--- config.mk ---
export PLATFORM = sky130hd
export DESIGN_NAME = ramp_seq_ctrl
export DESIGN_NICKNAME = d
export VERILOG_FILES = /design/src/rtl/ramp_seq_ctrl.sv
export SDC_FILE = /design/constraint.sdc
export NUM_CORES = 1
export LEC_CHECK = 0
export CAP_MARGIN = 20
export CORE_MARGIN = 2
export CORE_UTILIZATION = 45
export DETAILED_ROUTE_END_ITERATION = 7
export HOLD_SLACK_MARGIN = 0.15
export PLACE_DENSITY = 0.64
export SYNTH_ARGS = -nofsm -noshare
export SYNTH_HDL_FRONTEND = slang
export SYNTH_SLANG_ARGS = --single-unit
--- constraint.sdc ---
create_clock -name clk -period 12.7 [get_ports clk]
set_input_delay 1.905 -clock clk [delete_from_list [all_inputs] [get_ports clk]]
set_output_delay 1.905 -clock clk [all_outputs]
set_load 0.01 [all_outputs]
--- src/rtl/ramp_seq_ctrl.sv ---
// Ramp sequencer: generates sawtooth or triangle ramps between configured bounds
// for a programmed number of periods, with a valid/ready configuration handshake.
module ramp_seq_ctrl #(
    parameter int WIDTH = 16,
    parameter int CNT_W = 8
) (
    input  logic             clk,
    input  logic             rst,
    input  logic             cfg_valid,
    output logic             cfg_ready,
    input  logic [WIDTH-1:0] cfg_start,
    input  logic [WIDTH-1:0] cfg_stop,
    input  logic [WIDTH-1:0] cfg_step,
    input  logic             cfg_mode,
    input  logic [CNT_W-1:0] cfg_cycles,
    input  logic             go,
    input  logic             abort,
    output logic [WIDTH-1:0] ramp,
    output logic             ramp_valid,
    output logic             busy,
    output logic             done,
    output logic             cfg_err,
    output logic [CNT_W-1:0] period_cnt
);

    typedef enum logic [1:0] {
        IDLE     = 2'd0,
        RUN_UP   = 2'd1,
        RUN_DOWN = 2'd2,
        DONE     = 2'd3
    } state_t;

    state_t           r_state;
    state_t           w_state_nxt;

    logic [WIDTH-1:0] r_start;
    logic [WIDTH-1:0] r_stop;
    logic [WIDTH-1:0] r_step;
    logic             r_mode;
    logic [CNT_W-1:0] r_cycles;
    logic             r_loaded;
    logic             r_err;
    logic [WIDTH-1:0] r_ramp;
    logic [CNT_W-1:0] r_cnt;

    logic [WIDTH-1:0] w_ramp_nxt;
    logic [CNT_W-1:0] w_cnt_nxt;

    logic             w_hs;
    logic             w_cfg_bad;
    logic [WIDTH:0]   w_sum;
    logic [WIDTH:0]   w_diff;
    logic [WIDTH-1:0] w_up_val;
    logic [WIDTH-1:0] w_dn_val;
    logic [CNT_W-1:0] w_cnt_inc;
    logic             w_last;

    assign w_hs      = cfg_valid && (r_state == IDLE);
    assign w_cfg_bad = (cfg_stop <= cfg_start) || (cfg_step == '0);

    // One extra bit on both sides so the clamp sees overflow/borrow instead of a wrap.
    assign w_sum     = {1'b0, r_ramp} + {1'b0, r_step};
    assign w_diff    = {1'b0, r_ramp} - {1'b0, r_step};
    assign w_up_val  = (w_sum >= {1'b0, r_stop}) ? r_stop : w_sum[WIDTH-1:0];
    assign w_dn_val  = (w_diff[WIDTH] || (w_diff[WIDTH-1:0] <= r_start)) ? r_start
                                                                         : w_diff[WIDTH-1:0];

    assign w_cnt_inc = r_cnt + CNT_W'(1);
    assign w_last    = (r_cycles != '0) && (w_cnt_inc == r_cycles);

    // NOTE: every output of this block gets a default first, so no path leaves a value unassigned and infers a latch.
    always_comb begin
        w_state_nxt = r_state;
        w_ramp_nxt  = r_ramp;
        w_cnt_nxt   = r_cnt;
        case (r_state)
            IDLE: begin
                if (go && r_loaded && !w_hs) begin
                    w_state_nxt = RUN_UP;
                    w_ramp_nxt  = r_start;
                    w_cnt_nxt   = '0;
                end
            end
            RUN_UP: begin
                if (abort) begin
                    w_state_nxt = IDLE;
                end else if (r_ramp == r_stop) begin
                    if (r_mode) begin
                        w_state_nxt = RUN_DOWN;
                        w_ramp_nxt  = w_dn_val;
                    end else begin
                        w_cnt_nxt = w_cnt_inc;
                        if (w_last) w_state_nxt = DONE;
                        else        w_ramp_nxt  = r_start;
                    end
                end else begin
                    w_ramp_nxt = w_up_val;
                end
            end
            RUN_DOWN: begin
                if (abort) begin
                    w_state_nxt = IDLE;
                end else if (r_ramp == r_start) begin
                    w_cnt_nxt = w_cnt_inc;
                    if (w_last) begin
                        w_state_nxt = DONE;
                    end else begin
                        w_state_nxt = RUN_UP;
                        w_ramp_nxt  = w_up_val;
                    end
                end else begin
                    w_ramp_nxt = w_dn_val;
                end
            end
            DONE:    w_state_nxt = IDLE;
            default: w_state_nxt = IDLE;
        endcase
    end

    // NOTE: sequential state uses non-blocking assignments so every register samples pre-edge values.
    always_ff @(posedge clk or posedge rst) begin
        if (rst) begin
            r_state <= IDLE;
            r_ramp  <= '0;
            r_cnt   <= '0;
        end else begin
            r_state <= w_state_nxt;
            r_ramp  <= w_ramp_nxt;
            r_cnt   <= w_cnt_nxt;
        end
    end

    // A rejected offer flags the error but keeps whatever config was stored before.
    always_ff @(posedge clk or posedge rst) begin
        if (rst) begin
            r_start  <= '0;
            r_stop   <= '0;
            r_step   <= '0;
            r_mode   <= 1'b0;
            r_cycles <= '0;
            r_loaded <= 1'b0;
            r_err    <= 1'b0;
        end else if (w_hs) begin
            if (w_cfg_bad) begin
                r_err <= 1'b1;
            end else begin
                r_start  <= cfg_start;
                r_stop   <= cfg_stop;
                r_step   <= cfg_step;
                r_mode   <= cfg_mode;
                r_cycles <= cfg_cycles;
                r_loaded <= 1'b1;
                r_err    <= 1'b0;
            end
        end
    end

    assign cfg_ready  = (r_state == IDLE);
    assign busy       = (r_state == RUN_UP) || (r_state == RUN_DOWN);
    assign ramp_valid = busy;
    assign done       = (r_state == DONE);
    assign ramp       = r_ramp;
    assign cfg_err    = r_err;
    assign period_cnt = r_cnt;

endmodule

==> results of run 1 <==
-- worst register-to-register path, cell delays in order, from the launching register on --
cell and delay, ns:
dfrtp_1 0.47, ha_1 0.56, o21bai_4 0.12, a211oi_2 0.23
a21oi_1 0.15, o31ai_2 0.42, o21ai_0 0.16, a21oi_1 0.21
xnor2_1 0.17, inv_1 0.07, ha_1 0.29, a211oi_1 0.23
o21ai_0 0.15, a2111oi_0 0.36, or3_1 0.17, o2111a_1 0.89
mux2i_1 0.29, nor2_1 0.06, a2111oi_0 0.37, a311oi_1 0.09
-- worst max-delay path by stage --
stage | slack (ns) | start | to | cells past startpoint
global route | 6.66 | ramp[2] | ramp[8] | 19
detailed placement | 7.07 | cfg_start[2] | r_step[14] | 13
floorplan | 8.44 | ramp[2] | ramp[8] | 21
finish | 7.12 | ramp[2] | ramp[8] | 19
CTS | 7.13 | ramp[2] | ramp[8] | 19
global placement | 7.02 | cfg_start[2] | r_step[14] | 13
-- flip-flops by register name (all words and copies together), names as in the netlist --
name	cells
ramp	16
r_cycles	8
cfg_err	1
r_loaded	1
r_stop	16
period_cnt	8
r_state	2
r_step	16
r_mode	1
r_start	16
-- cells in the final DEF (no fill, tap or decap), types with 4 or more instances in the layout --
| cell | n |
|---|---|
| o22a_1 | 6 |
| nand2b_1 | 6 |
| ha_1 | 85 |
| a21oi_1 | 52 |
| nor3_1 | 6 |
| xnor2_1 | 61 |
| o21a_1 | 6 |
| nor2_1 | 45 |
| and2_1 | 4 |
| a21o_1 | 8 |
| o211ai_1 | 5 |
| o21ai_0 | 42 |
| inv_1 | 95 |
| nand2_1 | 47 |
| o221ai_1 | 4 |
| o31ai_1 | 9 |
| mux2i_1 | 22 |
| a211oi_1 | 5 |
| nand4_1 | 18 |
| nor4_1 | 8 |
| o22ai_1 | 7 |
| clkdlybuf4s50_1 | 90 |
| nor2b_1 | 6 |
| o31a_1 | 5 |
| mux2_2 | 43 |
| clkbuf_16 | 9 |
| nand3_1 | 21 |
| xor2_1 | 8 |
| a211o_1 | 4 |
| dfrtp_1 | 85 |
| a31oi_1 | 12 |
| o221a_2 | 4 |
-- layer usage --
layer	routed length, um	global-route usage, %	part of all wire [%]	vias to the layer above
met2	8920	36.2	44	219
met5	0	0	0	-
met1	9900	33.9	48	2982
met3	1160	3.10	5.6	30
li1	-	-	-	3075
met4	480	8.24	2.3	0
-- per-stage QoR --
| step | area [um^2] | util, % | hold WS [ns] | instances |
|---|---|---|---|---|
| 2_1_floorplan | 7430 | - | 0.435 | 822 |
| 5_1_grt | 8730 | 54.5 | 0.499 | 1113 |
| 4_1_cts | 8730 | 54.5 | 0.474 | 1113 |
| 3_5_place_dp | 8430 | 52.7 | 0.459 | 1097 |
| 6_report | 8730 | 54.5 | 0.477 | 1113 |
| 3_3_place_gp | 8430 | 52.7 | 0.460 | 1097 |
-- cells by family (layout without fill, tap and decap cells) --
kind of cell    Yosys count  count (layout)
compound gates          204             204
simple gates            181             181
buf+inv                 131             206
fa+ha+maj                87              87
flops                    85              85
xor+xnor                 69              69
mux                      65              65
-- layout make-up --
| cell class | instances | area [um^2] |
|---|---|---|
| Inverter | 97 | 365 |
| Timing Repair Buffer | 93 | 923 |
| Sequential cell | 85 | 2130 |
| Fill cell | 1534 | 7270 |
| Clock buffer | 10 | 229 |
| Multi-Input combinational cell | 606 | 4740 |
| Clock inverter | 6 | 70.1 |
| Tap cell | 216 | 270 |
==> out/metrics.csv, run 1 <==
stage,metric,value,unit
run_status,status,completed,
setup_path,"slowest stage delay, CP",0.89,ns
synthesis,leading area contributor after synthesis,dfrtp_1,
synthesis,most numerous cell in the Yosys netlist,inv_1,
cts,Num CTS Buffers,9,
synthesis,top post-synthesis cells by area,"dfrtp_1, ha_1, xnor2_1",
setup_path,"reg-to-reg slack, setup",7.12,ns
cts,"Clk Latency, worst-skew pair",0.36,ns
detailed_routing,Vias/cell,5.67,
placed_design,DP HPWL,16200,um
die,Die Y,133,um
grt,GRT Util Overall,23.5,%
detailed_routing,ANT nets after route,0,
synthesis,Mapped Cells,822,
setup_path,RR Endpoint,ramp[8],
setup_path,Worst Setup Start Kind,register,
synthesis,Most used DFF post-synth,dfrtp_1,
grt,initial antenna violation count,0,
cts,CTS tree,built,
detailed_routing,drt initial violations,536,
cts,CTS root buffer,clkbuf_16,
grt,pin count of the biggest net entering global routing,47,
detailed_routing,post-DR wirelength/cell,18.4,um
die,Initial Util,46.5,%
cts,Worst-path clk slew,0.07,ns
synthesis,XOR/XNOR Fraction of Synth Area,8.13,%
grt,gr ovfl total,0,
timing,RSZ-0062 raised after global routing,no,
cts,post_cts resized,0,
die,Core Rows,46,
synthesis,post-synthesis compound-gate area fraction,18.7,%
cts,deepest clock path buffer count,2,
timing,fmax,179,MHz
die,die area,17600,um^2
setup_path,reg2reg path depth,19,
synthesis,syn nets,971,
timing,worst slew pin tran,1.05,ns
synthesis,largest family of logic cells by synthesized area,compound AO/OA/AOI/OAI gates,
synthesis,"Avg Cell Area, Syn",9.04,um^2
synthesis,"EDFF count, synth",0,
setup_path,crit path DAT,5.78,ns
setup_path,CP top delay family,compound AO/OA/AOI/OAI gates,
grt,first-pass GRT wire length,32600,um
timing,fin crit share,44.0,%
placed_design,gpl congestion,0.909,
grt,vias in the first global route,6059,
timing,Setup TNS Final,0,ns
synthesis,asr flop ratio synth,100,%
setup_path,"Req. time, crit path",12.90,ns
setup_path,reg2reg start,ramp[2],
timing,final setup fails,0,
worst_hold_path,HP Class,register to register,
timing,Final Skew,0.00956,ns
synthesis,"top cells by count, synth","inv_1, dfrtp_1, ha_1",
layout,Area Growth Syn to Fin,17.4,%
setup_path,slowest cell on the critical path,o2111a_1,
setup_path,CP endpoint kind,register,
cts,cts hold-fix bufs,0,
synthesis,simple-gate area share of the yosys netlist,12.4,%
detailed_routing,post-route DRC violation count,0,
placed_design,I/O Buffers,90,
cts,H-tree depth,3,
synthesis,Adder-Cell Fraction of Synth Area,14.8,%
cts,TritonCTS Sinks,85,
layout,final net count,1041,
flow_run,max_cap viols,0,
die,total core area,16000,um^2
detailed_routing,via count,6306,
setup_path,CP max FO,25,
timing,Final Hold Vio Count,0,
synthesis,synthesis-stage register bit count,85,
layout,share of layout cells above drive strength 1,9.70,%
timing,crit path time final,5.58,ns
synthesis,Syn. warnings,0,
synthesis,mux share of post-synthesis cell area,9.47,%
timing,PnR worst setup slack,7.12,ns
worst_hold_path,hold endpoint,r_loaded,
detailed_routing,Routed WL,20500,um
synthesis,Synth top area share,28.6,%
worst_hold_path,worst hold start,r_loaded,
placed_design,pre-CTS WS,7.07,ns
synthesis,count of cell types in the netlist,71,
detailed_routing,Pre-Repair DR Iteration Count,5,
worst_hold_path,Hold Path Cell Cnt,1,
setup_path,Buf/Inv on CP,1,
setup_path,CP Cell Sequence,"ha_1, o21bai_4, a211oi_2, a21oi_1, o31ai_2, o21ai_0, a21oi_1, xnor2_1, inv_1, ha_1, a211oi_1, o21ai_0, a2111oi_0, or3_1, o2111a_1, mux2i_1, nor2_1, a2111oi_0, a311oi_1",
timing,Final Slew Violations,0,
setup_path,CP Class,register to register,
layout,Diodes inserted,0,
die,Die Span X,133,um
cts,postcts setup bufs,0,
timing,Slew Limit Headroom,30.3,%
die,IO Pins,91,
synthesis,area of the mapped netlist,7430,um^2
synthesis,"Seq/Total Area, Yosys",28.6,%
Power of run 1 is left out: the tool's default activity adds up to more than one toggle a clock period on the data nets, which glitch-free logic cannot reach.
==> run 2, diff against run 1 <==
- clock period: 12.7 -> 5.3 ns (I/O delays scaled with it)
==> out/metrics.csv, run 2 (synthesis gave the netlist of run 1 again) <==
stage,metric,value,unit,change
run_status,status,completed,,
die,Initial Util,46.5,%,unchanged
cts,"Clk Latency, worst-skew pair",0.36,ns,about the same
layout,share of layout cells above drive strength 1,10.7,%,+1.0 points
cts,postcts setup bufs,0,,unchanged
timing,Slew Limit Headroom,37.7,%,+7.4 points
detailed_routing,post-route DRC violation count,0,,unchanged
placed_design,pre-CTS WS,0.477,ns,-6.59 ns
grt,initial antenna violation count,0,,unchanged
cts,CTS root buffer,clkbuf_16,,
setup_path,CP endpoint kind,register,,
setup_path,crit path DAT,5.02,ns,-0.76 ns
setup_path,CP max FO,12,,-52%
cts,Worst-path clk slew,0.07,ns,about the same
timing,RSZ-0062 raised after global routing,no,,
die,die area,17600,um^2,unchanged
die,total core area,16000,um^2,unchanged
detailed_routing,post-DR wirelength/cell,18.5,um,+0.83%
placed_design,I/O Buffers,90,,unchanged
cts,deepest clock path buffer count,2,,unchanged
setup_path,"most used cell, CP",o21ai_0,,
die,Core Rows,46,,unchanged
die,IO Pins,91,,unchanged
placed_design,DP HPWL,16500,um,+1.9%
layout,Diodes inserted,0,,unchanged
setup_path,"slowest stage delay, CP",0.53,ns,-0.36 ns
setup_path,Worst Setup Start Kind,register,,
layout,"commonest non-fill, non-tap cell in the layout",inv_1,,
setup_path,CP Cell Sequence,"ha_1, inv_1, a21oi_1, o31ai_1, o31ai_2, o21ai_0, a21oi_1, xnor2_1, inv_1, ha_1, a211oi_1, o21ai_0, a2111oi_0, or3_1, o2111a_1, buf_4, mux2i_1, nor2_1, o21ai_0, a31oi_1",,
cts,TritonCTS Sinks,85,,unchanged
timing,crit path time final,4.82,ns,-0.761 ns
detailed_routing,Routed WL,20800,um,+1.6%
die,Die Y,133,um,unchanged
setup_path,CP Class,register to register,,
timing,final setup fails,0,,unchanged
die,Die Span X,133,um,unchanged
detailed_routing,Vias/cell,5.62,,-0.77%
worst_hold_path,HP Class,register to register,,
grt,GRT Util Overall,23.9,%,+0.39 points
flow_run,max_cap viols,0,,unchanged
timing,fmax,207,MHz,+16%
setup_path,"Req. time, crit path",5.50,ns,-7.40 ns
cts,Num CTS Buffers,9,,unchanged
cts,H-tree depth,3,,unchanged
grt,gr ovfl total,0,,unchanged
layout,"leading cell types in the layout, fill and taps excluded","inv_1, clkdlybuf4s50_1, dfrtp_1, ha_1, xnor2_1",,
grt,first-pass GRT wire length,33100,um,+1.4%
detailed_routing,via count,6308,,+0.032%
placed_design,gpl congestion,0.939,,+3.3%
layout,Area Growth Syn to Fin,18.8,%,
timing,Setup TNS Final,0,ns,unchanged
detailed_routing,drt initial violations,611,,+14%
timing,Final Slew Violations,0,,unchanged
grt,vias in the first global route,6258,,+3.3%
timing,Final Hold Vio Count,0,,unchanged
detailed_routing,ANT nets after route,0,,unchanged
timing,Final Skew,0.0142,ns,+0.00468 ns
grt,pin count of the biggest net entering global routing,55,,+17%
timing,worst slew pin tran,0.931,ns,-0.114 ns
cts,CTS tree,built,,
setup_path,slowest cell on the critical path,dfrtp_1,,
detailed_routing,Pre-Repair DR Iteration Count,6,,+1
timing,fin crit share,91.0,%,+47 points
layout,final net count,1050,,+0.86%
timing,PnR worst setup slack,0.479,ns,-6.64 ns
-- run 2: cell count changes in the layout (fill, tap and decap cells not counted), sizes merged --
| cell | before | now |
|---|---|---|
| buf | 3 | 12 |
| clkinv | 5 | 4 |
| clkinvlp | 0 | 1 |
-- run 2: critical path, delay by kind of cell (launching register included) --
family | cells | cell delay, ns
AOI/OAI and AO/OA | 11 | 2.27
xor gates and xnor gates | 1 | 0.18
adders and majority gates | 2 | 0.79
buffers and inverters | 3 | 0.45
DFF | 1 | 0.53
muxes | 1 | 0.22
and+or+nand+nor | 2 | 0.22
-- run 2: through the flow --
step	area (um^2)	cells	util, %	hold WS, ns
after detailed placement	8500	1105	53.1	0.464
after global placement	8500	1105	53.1	0.454
after CTS	8800	1121	55.0	0.478
after global routing	8830	1122	55.2	0.491
final	8830	1122	55.2	0.469
after floorplan	7430	822	-	0.435
-- run 2: final cells by class --
| type | instances | area [um^2] |
|---|---|---|
| fill | 1498 | 7170 |
| clock buffer | 10 | 229 |
| inverter | 97 | 365 |
| multi-input combinational | 606 | 4740 |
| timing repair buffer | 102 | 1020 |
| tap | 216 | 270 |
| clock inverter | 6 | 71.3 |
| sequential | 85 | 2130 |
-- run 2: timing repair --
item	4_1_cts	5_1_grt
gates resized for setup	0	1
endpoints found under the setup margin	0	2
hold buffers	0	0
-- run 2: routing by layer --
| metal | up-vias | global-route usage, % | routed length [um] |
|---|---|---|---|
| li1 | 3075 | - | - |
| met1 | 3003 | 32.7 | 9640 |
| met2 | 205 | 38.0 | 9370 |
| met3 | 25 | 6.25 | 1450 |
| met4 | 0 | 5.32 | 323 |
| met5 | - | 0 | 0 |
-- run 2: worst paths after layout --
path / startpoint / to / slack, ns / cells past startpoint
max in group asynchronous: rst / r_step[7] / 4.03 / 3
worst min register to register: r_loaded / r_loaded / 0.47 / 1
worst min-delay path: r_loaded / r_loaded / 0.47 / 1
worst max register to register: ramp[9] / ramp[4] / 0.48 / 20
min in group asynchronous: rst / r_loaded / 0.63 / 2
worst max-delay path: ramp[9] / ramp[4] / 0.48 / 20
Power of run 2 is left out for the same reason.
==> run 3, diff against run 2 <==
- PLACE_DENSITY: 0.64 -> 0.66
- clock period: 5.3 -> 4.16 ns (I/O delays scaled with it)
==> out/metrics.csv, run 3 (synthesis gave the netlist of run 1 again) <==
stage,metric,value,unit,change
flow_run,max_cap viols,0,,unchanged
setup_path,CP endpoint kind,register,,
cts,Worst-path clk slew,0.07,ns,about the same
grt,GRT Util Overall,25.3,%,+1.4 points
layout,Finished Layout Cells,1206,,+7.5%
timing,worst slew pin tran,0.934,ns,+0.00321 ns
timing,PnR worst setup slack,-0.241,ns,-0.720 ns
die,IO Pins,91,,unchanged
cts,TritonCTS Sinks,85,,unchanged
timing,RSZ-0062 raised after global routing,yes,,
die,Core Rows,46,,unchanged
die,total core area,16000,um^2,unchanged
grt,initial antenna violation count,0,,unchanged
grt,gr ovfl total,0,,unchanged
detailed_routing,Vias/cell,5.55,,-1.3%
timing,Setup TNS Final,-2.35,ns,-2.35 ns
setup_path,Worst Setup Start Kind,register,,
grt,pin count of the biggest net entering global routing,46,,-16%
run_status,status,"complete, but fails checks",,
detailed_routing,Routed WL,21600,um,+4.0%
cts,deepest clock path buffer count,2,,unchanged
grt,vias in the first global route,6666,,+6.5%
worst_hold_path,HP Class,register to register,,
timing,fmax,227,MHz,+9.5%
timing,final setup fails,16,,+16
placed_design,DP HPWL,17200,um,+4.1%
layout,"leading cell types in the layout, fill and taps excluded","inv_1, clkdlybuf4s50_1, buf_4, dfrtp_1, ha_1",,
detailed_routing,ANT nets after route,0,,unchanged
run_status,failing checks,negative setup slack,,
timing,crit path time final,4.40,ns,-0.420 ns
setup_path,"Req. time, crit path",4.37,ns,-1.13 ns
cts,H-tree depth,3,,unchanged
detailed_routing,Pre-Repair DR Iteration Count,5,,-1
setup_path,CP Class,register to register,,
detailed_routing,post-DR wirelength/cell,17.9,um,-3.2%
layout,# fillers,1474,,-1.6%
detailed_routing,post-route DRC violation count,0,,unchanged
layout,Diodes inserted,0,,unchanged
cts,cts hold-fix bufs,0,,unchanged
cts,"Clk Latency, worst-skew pair",0.36,ns,about the same
detailed_routing,drt initial violations,573,,-6.2%
layout,share of layout cells above drive strength 1,21.2,%,+11 points
timing,fin crit share,106,%,+15 points
die,Die Y,133,um,unchanged
die,die area,17600,um^2,unchanged
timing,Slew Limit Headroom,37.6,%,-0.14 points
cts,Num CTS Buffers,9,,unchanged
die,Initial Util,46.5,%,unchanged
grt,first-pass GRT wire length,35200,um,+6.4%
layout,"commonest non-fill, non-tap cell in the layout",inv_1,,
layout,Area Growth Syn to Fin,29.2,%,
die,Die Span X,133,um,unchanged
setup_path,"slowest stage delay, CP",0.43,ns,-0.10 ns
placed_design,I/O Buffers,90,,unchanged
layout,Util after Layout,60.0,%,+4.8 points
setup_path,"most used cell, CP",a2111oi_2,,
setup_path,slowest cell on the critical path,a2111oi_2,,
cts,CTS root buffer,clkbuf_16,,
timing,Final Slew Violations,0,,unchanged
cts,CTS tree,built,,
setup_path,CP max FO,3,,-9
timing,Worst Hold Slack,0.480,ns,+0.0102 ns
placed_design,placed cell count,1182,,+7.0%
detailed_routing,via count,6689,,+6.0%
timing,Final Hold Vio Count,0,,unchanged
placed_design,gpl congestion,0.931,,-0.85%
setup_path,crit path DAT,4.61,ns,-0.41 ns
timing,Final Skew,0.0137,ns,-0.000591 ns
layout,final net count,1134,,+8.0%
setup_path,CP Cell Sequence,"buf_4, ha_1, nor2b_4, nor2_1, a2111oi_2, o31a_1, nor3_2, o31a_1, xnor2_2, inv_1, ha_2, a211oi_2, o21ai_1, a2111oi_2, or3_1, o2111a_2, mux2i_1, nor2_1, a2111oi_2, a311oi_1",,
[run 3: cell count changes in the layout (fill, tap and decap cells not counted), sizes merged]
cell	before	now
clkbuf	10	11
buf	12	96
bufinv	1	0
[run 3: worst paths after layout]
| check | start | to | slack (ns) | cells after the start |
|---|---|---|---|---|
| max | ramp[3] | ramp[8] | -0.24 | 20 |
| min | r_loaded | r_loaded | 0.48 | 1 |
| max reg2reg | ramp[3] | ramp[8] | -0.24 | 20 |
| min reg2reg | r_loaded | r_loaded | 0.48 | 1 |
| max in group asynchronous | rst | period_cnt[3] | 2.71 | 3 |
| min in group asynchronous | rst | r_stop[9] | 0.75 | 2 |
[run 3: worst max-delay path, delay by kind of cell, from the launching register on]
family,cells,cell delay [ns]
AOI/OAI and AO/OA,9,2.31
and+or+nand+nor,5,0.53
DFF,1,0.42
adders and majority gates,2,0.37
buffers and inverters,2,0.20
xor gates and xnor gates,1,0.20
muxes,1,0.20
[run 3: layer usage]
| layer | GRT usage [%] | part of all wire, % | up-vias |
|---|---|---|---|
| met3 | 5.44 | 6.1 | 40 |
| met2 | 40.4 | 45 | 237 |
| li1 | - | - | 3243 |
| met4 | 7.11 | 2.5 | 0 |
| met1 | 34.8 | 46 | 3169 |
| met5 | 0 | 0 | - |
[run 3: timing repair]
item                       4_1_cts  5_1_grt
gates resized for setup         27        3
setup buffers                    4        4
setup endpoints to repair       16       16
pin swaps                       12        4
[run 3: final cells by class]
cell class | count | area, um^2 | area share, %
inverters | 97 | 365 | 3.80
clock buffers | 11 | 243 | 2.53
clock inverters | 5 | 42.5 | 0.443
well taps | 216 | 270 | 2.81
flip-flops and latches | 85 | 2130 | 22.2
repair buffers | 186 | 1670 | 17.3
multi-input cells | 606 | 4890 | 50.9
[run 3: stage by stage]
stage / worst slack [ns] / instance area [um^2]
after floorplan: 0.0198 / 7500
after global placement: -0.232 / 9150
after detailed placement: -0.379 / 9150
after CTS: -0.146 / 9560
after global routing: -0.475 / 9610
final: -0.241 / 9610
Power of run 3 is left out for the same reason.
